## src/rtl/bus_req_retry_ctrl.sv

```systemverilog
// Master-side bus request controller: raises bus_req, waits for slave_ready and retries
// after a fixed backoff when the external timeout counter flags thresh.
module bus_req_retry_ctrl #(
   parameter int unsigned MAX_RETRY = 3,
   parameter int unsigned BACKOFF   = 8,
   localparam int unsigned RW = (MAX_RETRY > 0) ? $clog2(MAX_RETRY + 1) : 1,
   localparam int unsigned BW = (BACKOFF > 1) ? $clog2(BACKOFF) : 1
) (
   input  logic          clk,
   input  logic          rstN,
   input  logic          start,
   input  logic          slave_ready,
   input  logic          thresh,
   output logic          cnt_ready,
   output logic          bus_req,
   output logic          busy,
   output logic          done,
   output logic          err,
   output logic [RW-1:0] retry_cnt
);

   typedef enum logic [2:0] {
      StIdle,
      StReq,
      StBackoff,
      StDone,
      StErr
   } state_e;

   localparam logic [RW-1:0] RetryMax = RW'(MAX_RETRY);
   localparam logic [BW-1:0] BoLast   = BW'(BACKOFF - 1);

   state_e        state;
   logic [BW-1:0] bo_cnt;

   // Outputs are registered together with the state so each one is a pure function of
   // the state just entered; no input reaches an output combinationally.
   always_ff @(posedge clk or negedge rstN) begin
      if (!rstN) begin
         state     <= StIdle;
         bo_cnt    <= '0;
         retry_cnt <= '0;
         cnt_ready <= 1'b1;
         bus_req   <= 1'b0;
         busy      <= 1'b0;
         done      <= 1'b0;
         err       <= 1'b0;
      end else begin
         done <= 1'b0;
         err  <= 1'b0;
         unique case (state)
            StIdle: begin
               if (start) begin
                  state     <= StReq;
                  retry_cnt <= '0;
                  bus_req   <= 1'b1;
                  busy      <= 1'b1;
                  cnt_ready <= 1'b0;
               end
            end
            StReq: begin
               if (slave_ready) begin
                  state     <= StDone;
                  bus_req   <= 1'b0;
                  cnt_ready <= 1'b1;
                  done      <= 1'b1;
               end else if (thresh) begin
                  bus_req   <= 1'b0;
                  cnt_ready <= 1'b1;
                  if (retry_cnt == RetryMax) begin
                     state <= StErr;
                     err   <= 1'b1;
                  end else begin
                     state     <= StBackoff;
                     retry_cnt <= retry_cnt + RW'(1);
                     bo_cnt    <= '0;
                  end
               end
            end
            StBackoff: begin
               // Leave on the last of exactly BACKOFF idle cycles.
               if (bo_cnt == BoLast) begin
                  state     <= StReq;
                  bus_req   <= 1'b1;
                  cnt_ready <= 1'b0;
               end else begin
                  bo_cnt <= bo_cnt + BW'(1);
               end
            end
            StDone, StErr: begin
               state <= StIdle;
               busy  <= 1'b0;
            end
            default: begin
               state     <= StIdle;
               bus_req   <= 1'b0;
               busy      <= 1'b0;
               cnt_ready <= 1'b1;
            end
         endcase
      end
   end

endmodule

```

## config.mk

```make
export PLATFORM = sky130hd
export DESIGN_NAME = bus_req_retry_ctrl
export DESIGN_NICKNAME = d
export VERILOG_FILES = /design/src/rtl/bus_req_retry_ctrl.sv
export SDC_FILE = /design/constraint.sdc
export NUM_CORES = 1
export LEC_CHECK = 0
export ABC_AREA = 1
export ABC_CLOCK_PERIOD_IN_PS = 2400
export CAP_MARGIN = 20
export CORE_ASPECT_RATIO = 0.9
export CORE_MARGIN = 2
export CORE_UTILIZATION = 32
export CTS_CLUSTER_DIAMETER = 120
export CTS_CLUSTER_SIZE = 10
export DETAILED_ROUTE_END_ITERATION = 6
export PLACE_DENSITY = 0.61
export SYNTH_ARGS = -nofsm -noshare
export SYNTH_HDL_FRONTEND = slang
export SYNTH_SLANG_ARGS = --single-unit
```

## constraint.sdc

```tcl
create_clock -name clk -period 2.4 [get_ports clk]
set_input_delay 0.24 -clock clk [delete_from_list [all_inputs] [get_ports clk]]
set_output_delay 0.24 -clock clk [all_outputs]
set_load 0.01 [all_outputs]
```

[Yosys cells after proc, flatten, opt, wreduce, memory -nomap -nowiden]
Index checks and enable logic that the tools add are counted.
W data, S select, Z words.
Word-level totals
  register bits: 13
  bits in latches: 0
  bits in writable memories: 0
  bits in read-only memories: 0
  bits of input ports: 5
  output and inout bits: 7
  logic and storage cells: 68
  memories kept: 0
Cells by class
  $add $sub $neg: 2
  multipliers: 0
  div/mod/pow operators: 0
  magnitude comparators: 0
  eq/ne operators: 13
  shift-type cells: 0
  muxes and demuxes: 33
  bitwise gates (word level): 2
  reductions and logical operators: 10
Operators with widths (count)
  $mux W3: 9
  $mux W1: 14
  $ne A2 B2 Y1 const B: 6
  $reduce_and A5 Y1: 2
  $pmux W3 S3: 1
  $mux W2: 4
  $pmux W1 S4: 2
  $eq A3 B2 Y1 const B: 2
  $eq A3 B3 Y1 const B: 2
  $pmux W3 S2: 1
  $pmux W2 S2: 1
  $reduce_and A4 Y1: 1
  $reduce_bool A2 Y1: 2
  $reduce_or A2 Y1: 2
  $add A3 B1 Y3 const B: 1
  $eq A3 B1 Y1 const B: 1
  $logic_not A3 Y1: 1
  $ne A3 B3 Y1 const B: 1
  $reduce_and A3 Y1: 1
  $add A2 B1 Y2 const B: 1
  $eq A2 B2 Y1 const B: 1
  $not A1 Y1: 2
  $pmux W1 S2: 1
  $reduce_and A2 Y1: 1

[Longest topological paths before layout]
  depth after elaboration: 5
  depth in mapped cells: 9
  gate-level depth less buffers: 9

[Least setup slack after synthesis]
No wires, ideal clock.
  path kind: register to register
  from: register retry_cnt[0]
  to: register retry_cnt[0]
  setup time: 117 ps
  data arrival time: 1082 ps
  data required time: 2283 ps
  path slack: 1201 ps
  stages on the path, launching flop included: 7
  path buffers: 0
  period minus slack after synthesis: 1199 ps
  cell sequence: dfrtp_1 -> ha_1 -> nand3b_1 -> nand2_1 -> nand3_2 -> nand2_1 -> nand2_1
Between the ends
  word-level cells in the longest chain between the ends: 5
  elaborated cells between the ends (all ways): 8
  those cells by class: 1 x add/sub; 2 x eq/ne; 4 x mux; 1 x reduce/logical
Ends and longest elaborated chain
  from (decl): line 19  | output logic [RW-1:0] retry_cnt
  from (signal assigned): line 75  | retry_cnt <= retry_cnt + RW'(1);
  $add A2 B1 Y2: line 75
  $mux W2: line 70  | if (retry_cnt == RetryMax) begin
  $mux W2: line 67  | end else if (thresh) begin
  $mux W2: line 62  | if (slave_ready) begin
  $pmux W2 S2: line 51  | unique case (state)
Parallel ways exist; a longest one is shown, timed or not. The select of a mux whose other input is x is not followed.
A chain may end at the register's enable or synchronous reset.

[Final worst setup path]
  from: register cnt_ready
  to: output cnt_ready
RTL lines
  from (decl): line 14  | output logic cnt_ready,
  from (signal assigned): line 43  | cnt_ready <= 1'b1;
  from (signal assigned): line 58  | cnt_ready <= 1'b0;
  from (signal assigned): line 65  | cnt_ready <= 1'b1;
No word-level cell between the ends.

==> impl_metrics.json <==
{
  "status": "finished clean",
  "synth.area.top_cells": "dfrtp_1 42%, nand2_1 17%, ha_1 5.3%, inv_1 5.3%, dfstp_2 3.7%",
  "drc": 0,
  "cts_inserted_buffers": 3,
  "crit_chain": "clkdlybuf4s50_1",
  "syn_inst": 88,
  "tns_ps": 0,
  "reg2reg_slack_ps": 1120,
  "synthDistinctLibCells": 22,
  "dieArea_um2": 2600,
  "io_buffer_count": 11,
  "power.static_leakage_nw": 0.467,
  "crit_family": "flip-flops",
  "hold_class": "in -> async",
  "synth.top_cell.area_share": 0.425,
  "vias_per_cell": 4.52,
  "setup_viol": 0,
  "r2r_end": "bus_req$_DFFE_PN0P_",
  "synth_top_area_cell": "dfrtp_1",
  "track_usage": 0.120,
  "cts_hold_buf": 0,
  "r2r-start": "bo_cnt[0]$_DFFE_PN0P_",
  "hold_viol_final": 0,
  "root_buffer": "clkbuf_4",
  "start_util": 0.330,
  "syn_nets": 96,
  "cts.sinks": 13,
  "synth-seq-cells": 13,
  "rsz0062_at_grt": "no",
  "place_congestion": 0.803,
  "fp.dieW_um": 53.5,
  "avgSynthCellArea_um2": 8.03,
  "r2r_cells": 8,
  "ctsResizeCount": 0,
  "cts_tree": "built",
  "clkTransAtPathRegs_ps": 80,
  "die_h_um": 48.6,
  "critical_path.max_fanout": 2,
  "ys_warn_count": 0,
  "drive_gt1_frac": 0.137,
  "cp_slowest_stage_delay_ps": 540,
  "worstPathArrival_ps": 1340,
  "grt_pass1_wl_mm": 2.24,
  "syn-cell-area_um2": 707,
  "vdd_ir_drop_max_mv": 0.508,
  "period_needed_ps": 1580,
  "num_vias": 583,
  "post-dp-hpwl_mm": 1.03,
  "antenna_found_initial": 0,
  "htreeDepth": 1,
  "cts_setup_buffers": 0,
  "ant_nets": 0,
  "grt_max_degree": 14,
  "worstMarginPinSlew_ps": 603,
  "period_share": 0.659,
  "core_area_um2": 2140,
  "crit_type": "reg -> out",
  "cp-end-kind": "output port",
  "cp_slowest_cell": "dfstp_2",
  "cap_violations": 0,
  "cp_num_buf_inv": 1,
  "num_rows": 16,
  "wl_per_cell_um": 9.95,
  "antenna_cells": 0,
  "drv_slew": 0,
  "cp_data_required_time_ps": 2160,
  "area.growth.synth_to_final_pct": 22.5,
  "worst_skew_pair.late_latency_ps": 270,
  "p_per_area_nw_per_um2": 1190,
  "utilization": 0.404,
  "wirelength_mm": 1.28,
  "start_kind": "flop",
  "maxSlewHeadroom": 0.597,
  "synth_seq_area_share": 0.462,
  "first_pass_iters": 5,
  "skew_ps": 3.94,
  "nFillCells": 224,
  "fin_nets": 111,
  "ios": 12,
  "fmax_mhz": 632,
  "clock_path_buffers": 2,
  "grt_overflow": 0,
  "drtIter0Drc": 6,
  "grt_pass1_vias": 550
}
[cells in the final DEF, fill, tap and decap left out, types with 3 or more instances in the layout]
master / Yosys / layout
nand2_1: 32 / 32
nand3_1: 3 / 3
clkdlybuf4s50_1: 0 / 11
inv_1: 10 / 10
ha_1: 3 / 3
clkbuf_4: 0 / 3
dfrtp_1: 12 / 12
nor2_1: 7 / 7
[where the power goes]
part | internal (mW) | switching, mW
sequential | 0.306 | 0.0756
combinational | 0.222 | 0.298
clock | 0.0644 | 0.0675
[metrics by stage]
stage | power [mW] | worst slack [ps] | area, um^2 | std cells | hold slack [ps]
2_1_floorplan | 0.759 | 1200 | 707 | 88 | -55.6
3_3_place_gp | 0.893 | 1010 | 840 | 125 | 458
3_5_place_dp | 0.909 | 941 | 840 | 125 | 468
4_1_cts | 1.05 | 796 | 866 | 129 | 360
5_1_grt | 1.15 | 747 | 866 | 129 | 360
6_report | 1.03 | 818 | 866 | 129 | 344
[kinds of logic after synthesis]
| kind of cell | count (synthesis) | synth area share |
|---|---|---|
| simple gates | 56 | 0.375 |
| flops | 13 | 0.462 |
| compound gates | 4 | 0.0354 |
| buf+inv | 12 | 0.0743 |
| fa+ha+maj | 3 | 0.0531 |
[metal layers]
layer,track usage,routed length [um]
met1,0.155,631
met2,0.177,600
met3,0.0556,51
met4,0.0342,0
met5,0,0
[cell type report]
| type | instances | area (um^2) | area share |
|---|---|---|---|
| Inverter | 11 | 41.3 | 0.0477 |
| Multi-Input combinational cell | 63 | 328 | 0.379 |
| Timing Repair Buffer | 11 | 110 | 0.127 |
| Clock buffer | 4 | 26.3 | 0.0303 |
| Sequential cell | 13 | 327 | 0.377 |
| Tap cell | 27 | 33.8 | 0.0390 |
[cell usage after synthesis, drive strengths merged]
cell,n
nand2,34
dfrtp,12
or2,1
o21ai,2
inv,11
a21oi,1
nor3,2
nand3,5
dfstp,1
nor2,10
nand4,2
nand3b,2
a31oi,1
ha,3
buf,1
[worst max path at each step]
stage,cells past startpoint,to,startpoint
4_1_cts,1,cnt_ready,cnt_ready$_DFFE_PN1P_
3_3_place_gp,8,bus_req$_DFFE_PN0P_,slave_ready
3_5_place_dp,8,bus_req$_DFFE_PN0P_,slave_ready
5_1_grt,1,cnt_ready,cnt_ready$_DFFE_PN1P_
2_1_floorplan,6,retry_cnt[0]$_DFFE_PN0P_,retry_cnt[0]$_DFFE_PN0P_
6_report,1,cnt_ready,cnt_ready$_DFFE_PN1P_
[registers in the layout, summed over array words and instances (netlist names)]
register and flops:
done 1, cnt_ready 1, bo_cnt 3, bus_req 1, busy 1, err 1, state 3, retry_cnt 2
Note: power is estimated with default switching activity, not from simulation.
